[config.mk]
export PLATFORM = sky130hd
export DESIGN_NAME = spectrum_column_binner
export DESIGN_NICKNAME = d
export VERILOG_FILES = /design/src/rtl/fft_pkg.sv /design/src/rtl/spectrum_log_height.sv /design/src/rtl/spectrum_column_binner.sv
export SDC_FILE = /design/constraint.sdc
export NUM_CORES = 2
export LEC_CHECK = 0
export CAP_MARGIN = 20
export CORE_UTILIZATION = 60
export CTS_CLUSTER_SIZE = 8
export DETAILED_ROUTE_END_ITERATION = 6
export GPL_ROUTABILITY_DRIVEN = 0
export PLACE_DENSITY = 0.89
export SLEW_MARGIN = 30
export SYNTH_ARGS = -nofsm -noshare
export SYNTH_HDL_FRONTEND = slang
export SYNTH_HIERARCHICAL = 1
export SYNTH_SLANG_ARGS = --single-unit
[constraint.sdc]
create_clock -name clk -period 7 [get_ports clk]
set_input_delay 1.05 -clock clk [delete_from_list [all_inputs] [get_ports clk]]
set_output_delay 1.05 -clock clk [all_outputs]
set_load 0.01 [all_outputs]
[src/rtl/fft_pkg.sv]
// Shared sizes and types for the FFT spectrum column binner.
// Frame-end events travel down a short pipe so the swap lines up with the last column write.
package fft_pkg;
   localparam int FFT_POINTS   = 1024;
   localparam int IDX_W        = 10;
   localparam int SAMPLE_W     = 16;
   localparam int N_COLS       = 32;
   localparam int BINS_PER_COL = 16;
   localparam int HEIGHT_W     = 5;
   localparam int HEIGHT_MAX   = 16;
   localparam int ACC_W        = 36;
   localparam int COL_W        = $clog2(N_COLS);

   typedef enum logic [1:0] {
      FRAME_IDLE,
      FRAME_RUN,
      FRAME_BAD
   } frame_state_e;

   typedef struct packed {
      logic valid;
      logic good;
   } frame_evt_t;
endpackage

[src/rtl/spectrum_log_height.sv]
// Maps a column energy sum to a log2 LED height: leading-one position relative to FLOOR_BIT,
// clamped to the matrix height.
module spectrum_log_height
   import fft_pkg::*;
#(
   parameter int FLOOR_BIT = 16
) (
   input  logic [ACC_W-1:0]    acc_i,
   output logic [HEIGHT_W-1:0] height_o
);

   int msb;
   int span;

   always_comb begin
      msb = -1;
      for (int i = 0; i < ACC_W; i++) begin
         if (acc_i[i]) msb = i;
      end
      span     = msb - FLOOR_BIT + 1;
      height_o = '0;
      if (msb >= FLOOR_BIT) begin
         height_o = (span >= HEIGHT_MAX) ? HEIGHT_W'(HEIGHT_MAX) : HEIGHT_W'(span);
      end
   end

endmodule

[src/rtl/spectrum_column_binner.sv]
// Turns xfft frames into 32 LED column heights: square/sum/accumulate pipeline, frame checker,
// and a working/published pair of height register files so the display never sees a partial frame.
module spectrum_column_binner
   import fft_pkg::*;
#(
   parameter int BIN_BASE   = 0,
   parameter int FLOOR_BIT  = 16,
   parameter int DECAY_STEP = 1
) (
   input  logic                clk,
   input  logic                reset_n,
   input  logic                s_tvalid,
   input  logic                s_tlast,
   input  logic [31:0]         s_tdata,
   input  logic [IDX_W-1:0]    s_tuser,
   input  logic [COL_W-1:0]    rd_col,
   output logic [HEIGHT_W-1:0] rd_height,
   output logic                frame_done,
   output logic                frame_err
);

   localparam logic [IDX_W:0]   WIN_LO   = (IDX_W+1)'(BIN_BASE);
   localparam logic [IDX_W:0]   WIN_HI   = (IDX_W+1)'(BIN_BASE + N_COLS*BINS_PER_COL);
   localparam logic [IDX_W-1:0] LAST_IDX = IDX_W'(FFT_POINTS-1);

   frame_state_e     state_q, state_d;
   logic [IDX_W-1:0] expIdx_q, expIdx_d;
   logic             beatOk, idxMatch, lastOk, inWin;
   frame_evt_t       endEvt;
   frame_evt_t [4:0] evt_q;

   logic [COL_W+3:0] binRel;
   logic [30:0]      reSq, imSq;
   logic [31:0]      reExt, imExt;

   logic             v1_q, v2_q, wr3_q;
   logic             first1_q, last1_q, first2_q, last2_q;
   logic [COL_W-1:0] col1_q, col2_q, col3_q;
   logic [30:0]      reSq1_q, imSq1_q;
   logic [31:0]      mag2_q;
   logic [ACC_W-1:0] acc_q;

   logic [HEIGHT_W-1:0] work_q [N_COLS];
   logic [HEIGHT_W-1:0] pub_q  [N_COLS];
   logic [HEIGHT_W-1:0] newHeight, decayed, stored, pubCol;
   logic                swap;

   // Frame checker: a beat only feeds the arithmetic while the frame is still clean.
   // Outside a frame, stray beats are dropped until one with index 0 arrives.
   always_comb begin
      state_d  = state_q;
      expIdx_d = expIdx_q;
      beatOk   = 1'b0;
      endEvt   = '0;
      idxMatch = (s_tuser == expIdx_q);
      lastOk   = (s_tlast == (s_tuser == LAST_IDX));
      if (s_tvalid) begin
         unique case (state_q)
            FRAME_IDLE, FRAME_RUN: begin
               if (state_q == FRAME_RUN || s_tuser == '0) begin
                  beatOk   = idxMatch && lastOk;
                  expIdx_d = expIdx_q + 1'b1;
                  state_d  = beatOk ? FRAME_RUN : FRAME_BAD;
                  if (s_tlast) begin
                     endEvt.valid = 1'b1;
                     endEvt.good  = beatOk;
                     state_d      = FRAME_IDLE;
                     expIdx_d     = '0;
                  end
               end
            end
            FRAME_BAD: begin
               expIdx_d = expIdx_q + 1'b1;
               if (s_tlast) begin
                  endEvt.valid = 1'b1;
                  state_d      = FRAME_IDLE;
                  expIdx_d     = '0;
               end
            end
            default: state_d = FRAME_IDLE;
         endcase
      end
   end

   always_ff @(posedge clk or negedge reset_n) begin
      if (!reset_n) begin
         state_q  <= FRAME_IDLE;
         expIdx_q <= '0;
         evt_q    <= '0;
      end else begin
         state_q  <= state_d;
         expIdx_q <= expIdx_d;
         evt_q    <= {evt_q[3:0], endEvt};
      end
   end

   assign inWin  = ({1'b0, s_tuser} >= WIN_LO) && ({1'b0, s_tuser} < WIN_HI);
   assign binRel = (COL_W+4)'(s_tuser - WIN_LO[IDX_W-1:0]);
   assign reExt  = {{(32-SAMPLE_W){s_tdata[SAMPLE_W-1]}}, s_tdata[SAMPLE_W-1:0]};
   assign imExt  = {{(32-SAMPLE_W){s_tdata[31]}}, s_tdata[31:SAMPLE_W]};
   assign reSq   = 31'(reExt * reExt);
   assign imSq   = 31'(imExt * imExt);

   always_ff @(posedge clk or negedge reset_n) begin
      if (!reset_n) begin
         v1_q     <= 1'b0;
         v2_q     <= 1'b0;
         wr3_q    <= 1'b0;
         first1_q <= 1'b0;
         last1_q  <= 1'b0;
         first2_q <= 1'b0;
         last2_q  <= 1'b0;
         col1_q   <= '0;
         col2_q   <= '0;
         col3_q   <= '0;
         reSq1_q  <= '0;
         imSq1_q  <= '0;
         mag2_q   <= '0;
         acc_q    <= '0;
      end else begin
         v1_q     <= beatOk && inWin;
         col1_q   <= binRel[COL_W+3:4];
         first1_q <= (binRel[3:0] == 4'd0);
         last1_q  <= (binRel[3:0] == 4'(BINS_PER_COL-1));
         reSq1_q  <= reSq;
         imSq1_q  <= imSq;
         v2_q     <= v1_q;
         col2_q   <= col1_q;
         first2_q <= first1_q;
         last2_q  <= last1_q;
         mag2_q   <= {1'b0, reSq1_q} + {1'b0, imSq1_q};
         if (v2_q) begin
            acc_q <= first2_q ? {4'd0, mag2_q} : acc_q + {4'd0, mag2_q};
         end
         wr3_q  <= v2_q && last2_q;
         col3_q <= col2_q;
      end
   end

   spectrum_log_height #(
      .FLOOR_BIT(FLOOR_BIT)
   ) u_logHeight (
      .acc_i   (acc_q),
      .height_o(newHeight)
   );

   // A quiet column falls at most DECAY_STEP rows per published frame.
   always_comb begin
      pubCol  = pub_q[col3_q];
      decayed = (int'(pubCol) > DECAY_STEP) ? HEIGHT_W'(int'(pubCol) - DECAY_STEP) : '0;
      stored  = (newHeight > decayed) ? newHeight : decayed;
   end

   assign swap = evt_q[4].valid && evt_q[4].good;

   always_ff @(posedge clk or negedge reset_n) begin
      if (!reset_n) begin
         for (int i = 0; i < N_COLS; i++) work_q[i] <= '0;
      end else if (wr3_q) begin
         work_q[col3_q] <= stored;
      end
   end

   always_ff @(posedge clk or negedge reset_n) begin
      if (!reset_n) begin
         for (int i = 0; i < N_COLS; i++) pub_q[i] <= '0;
         rd_height  <= '0;
         frame_done <= 1'b0;
         frame_err  <= 1'b0;
      end else begin
         if (swap) begin
            for (int i = 0; i < N_COLS; i++) pub_q[i] <= work_q[i];
         end
         rd_height  <= pub_q[rd_col];
         frame_done <= swap;
         frame_err  <= evt_q[4].valid && !evt_q[4].good;
      end
   end

endmodule

==> results_dict.tcl <==
set metrics [dict create \
    outcome "complete, but fails checks" \
    synthDistinctLibCells 90 \
    critPathLaunchType "register" \
    grtUsageMet1 0.367 \
    cp_slowest_cell "nor4_1" \
    pin_count 58 \
    fmax_mhz 145 \
    p_seq_frac 0.135 \
    drtIter0Drc 3454 \
    final_cell_mix "718 x inv_1, 495 x dfrtp_1, 463 x fa_1" \
    grt-ovfl-total 0 \
    clk_latency_ps 640 \
    min_to "evt_q[3]" \
    irDropWorstVdd_mv 1.12 \
    synth_mux_area_frac 0.111 \
    synth_xor_area_frac 0.0293 \
    numCtsBuffers 73 \
    synth_adder_area_share 0.297 \
    endpoint_kind "register" \
    post-route-util 0.692 \
    swShare 0.438 \
    synthSimpleGateAreaFrac 0.0953 \
    vias_per_cell 6.21 \
    synth_area_leaders "dfrtp_1 30%, fa_1 22%, ha_1 7.6%" \
    drive_above_1_share 0.170 \
    hold_depth 0 \
    top_usage_layer "met2" \
    ys.flop_type "dfrtp_1" \
    start_util 0.608 \
    netlist.top_cell.by_area "dfrtp_1" \
    clkTransAtPathRegs_ps 50 \
    die_area_um2 70900 \
    fp.dieH_um 266 \
    slew_headroom 0.263 \
    rr_worst_depth 22 \
    cp_max_fo 32 \
    synth_compound_area_frac 0.0897 \
    clockBufferDepth 3 \
    worstPathRequired_ps 7440 \
    async_reset_ff_frac 1.00 \
    std_cell_rows 96 \
    synth_fp_nets 4753 \
    coreArea_um2 68800 \
    cp_cell_sequence "nor4_1 -> nand2_1 -> nor3_1 -> nand2_1 -> ha_1 -> nor4b_1 -> nand3_1 -> o31a_1 -> a211o_1 -> a31oi_2 -> and2_1 -> ha_1 -> nor2b_1 -> o21a_1 -> o21ai_0 -> nand2b_1 -> a21oi_1 -> a31oi_1 -> inv_2 -> mux2i_4 -> buf_4 -> o21ai_0" \
    cts-root-buf "clkbuf_16" \
    globalRouteMet2Util 0.548 \
    violations "design-rule violations" \
    power_density_nw_per_um2 578 \
    ys_seq_area_frac 0.298 \
    hold_path_class "reg2reg" \
    internal_power_uw 15500 \
    finalSetupViolCount 0 \
    drc 8 \
    syn_inst 3985 \
    fp.dieW_um 266 \
    gr-usage-all-layers 0.322 \
    finalHoldViolations 0 \
    crit_family "simple AND/OR/NAND/NOR gates" \
    power_uw 27500 \
    r2r_end "work_q[116]" \
    grt_pass1_wl_mm 179 \
    synth.top_cell.area_share 0.298 \
    slowest_delay_ps 750 \
    timing.final.crit_period_ps 6890 \
    routed_wl_mm 112 \
    grt_pass1_vias 35200 \
    r2r_start "acc_q[27]" \
    switchingPower_uw 12000 \
    synth_edf_count 0 \
    routedWlPerCell_um 21.4 \
    synth_top_family_by_area "adder cells" \
    p_leak_uw 0.0241 \
    cp.buffers_inverters 2 \
    drtAntennaViolNets 0 \
    vias 32500 \
    grt_max_degree 189 \
    skew_ps 35.1 \
    htree_levels 3 \
    cp.arrival_ps 7330 \
    maxCapViolCount 0 \
    cts_tree "done" \
    synth_warnings 6 \
    portBuffers 57 \
    clock_sinks 499 \
    hp-start "evt_q[1]" \
    clkPwrFrac 0.118 \
    drt-pass1-iter-count 7 \
    syn_avg_cell_area_um2 10.5 \
    ys_seq_elements 499 \
    layout.cells.most_common "inv_1" \
    synth_area_um2 41900 \
    place_hpwl_mm 77.4 \
    fin_crit_sh 0.985 \
    r2r_setup_slack_ps 110 \
    use_met3 0.0701 \
    finish.net_count 5061 \
    tightestPinTransition_ps 1100 \
    antenna_found_initial 10 \
    area_growth_pct 13.7 \
    drv_slew 0 \
    criticalPathCategory "reg2reg" \
    p_comb_frac 0.746 \
]
## power groups by stage
stage	clock [uW]	sequential, uW	combinational (uW)
final	3260	3730	20500
after detailed placement	0	3750	19900
after CTS	3250	3710	20100
after global placement	0	3750	18900
after global routing	3370	3730	22900
after floorplan	0	3620	13000
## routing by layer
metal  vias up  routed length (um)
met4        16                7570
met3       673               10700
li1      13600                   -
met1     16100               37800
met5         -                 101
met2      2142               56000
## synthesized netlist by cell type (12+ instances only)
cell type and instances:
a211oi_1 20, clkbuf_1 99, a21oi_1 217, and2_1 76, mux2_2 189, nand2b_1 24
nand3_1 27, o21bai_1 19, buf_1 14, mux2_4 13, fa_1 463, and3_1 20
inv_1 720, o211ai_1 12, nor4_1 13, o21a_1 23, nor3_1 39, o21ai_0 111
dfrtp_1 499, nor2_1 309, mux2i_1 16, a21o_1 46, nand4_1 16, a31oi_1 17
o21ai_1 12, nor2b_1 22, buf_2 18, nand2_1 273, xor2_1 29, xnor2_1 111
mux4_2 63, ha_1 254, mux4_1 27
## worst max-delay path by stage
stage                            from  slack [ps]           to  cells after the start
after global placement     s_tdata[8]        -320  reSq1_q[29]                     24
after CTS                  s_tdata[8]           3  reSq1_q[30]                     22
after detailed placement   s_tdata[8]        -610  reSq1_q[30]                     22
after global routing       s_tdata[9]         -50  reSq1_q[30]                     23
after floorplan           s_tdata[12]          40  reSq1_q[30]                     24
final                       acc_q[27]         110  work_q[116]                     22
## logic make-up after synthesis
kind of cell	Yosys count
AO/OA/AOI/OAI	592
buffers and inverters	861
AND/OR/NAND/NOR	867
flip-flops	499
multiplexers	309
adder cells (fa/ha/maj)	717
XOR/XNOR	140
## per-stage QoR
| stage | setup slack (ps) | hold slack [ps] | instance area [um^2] | std cells | setup TNS [ps] |
|---|---|---|---|---|---|
| finish | 106 | 347 | 47600 | 5239 | 0 |
| global route | -50.5 | 354 | 47600 | 5237 | -118 |
| CTS | 2.67 | 349 | 47400 | 5234 | 0 |
| detailed placement | -612 | 335 | 45400 | 5146 | -5760 |
| global placement | -323 | 332 | 45400 | 5146 | -2280 |
| floorplan | 37.1 | 331 | 41900 | 3985 | 0 |
## registers in the layout (all words and copies together), names as in the netlist, 10 cells and up
| name | count |
|---|---|
| pub_q | 160 |
| work_q | 160 |
| acc_q | 36 |
| mag2_q | 32 |
| imSq1_q | 30 |
| reSq1_q | 30 |
| evt_q | 10 |
| expIdx_q | 10 |
## final cells by class
cell class,instances,area (um^2)
multi-input combinational,2625,26200
fill,4210,21200
sequential,499,12500
timing repair buffer,371,3030
inverter,723,2710
clock buffer,81,1910
tap,931,1160
clock inverter,7,133
antenna,2,5.00
## what timing repair did
item	4_1_cts	5_1_grt
buffers inserted	0	1
resized for setup	0	30
hold buffers	0	0
setup endpoints to repair	0	12
Note: power is estimated with default switching activity, not from simulation.
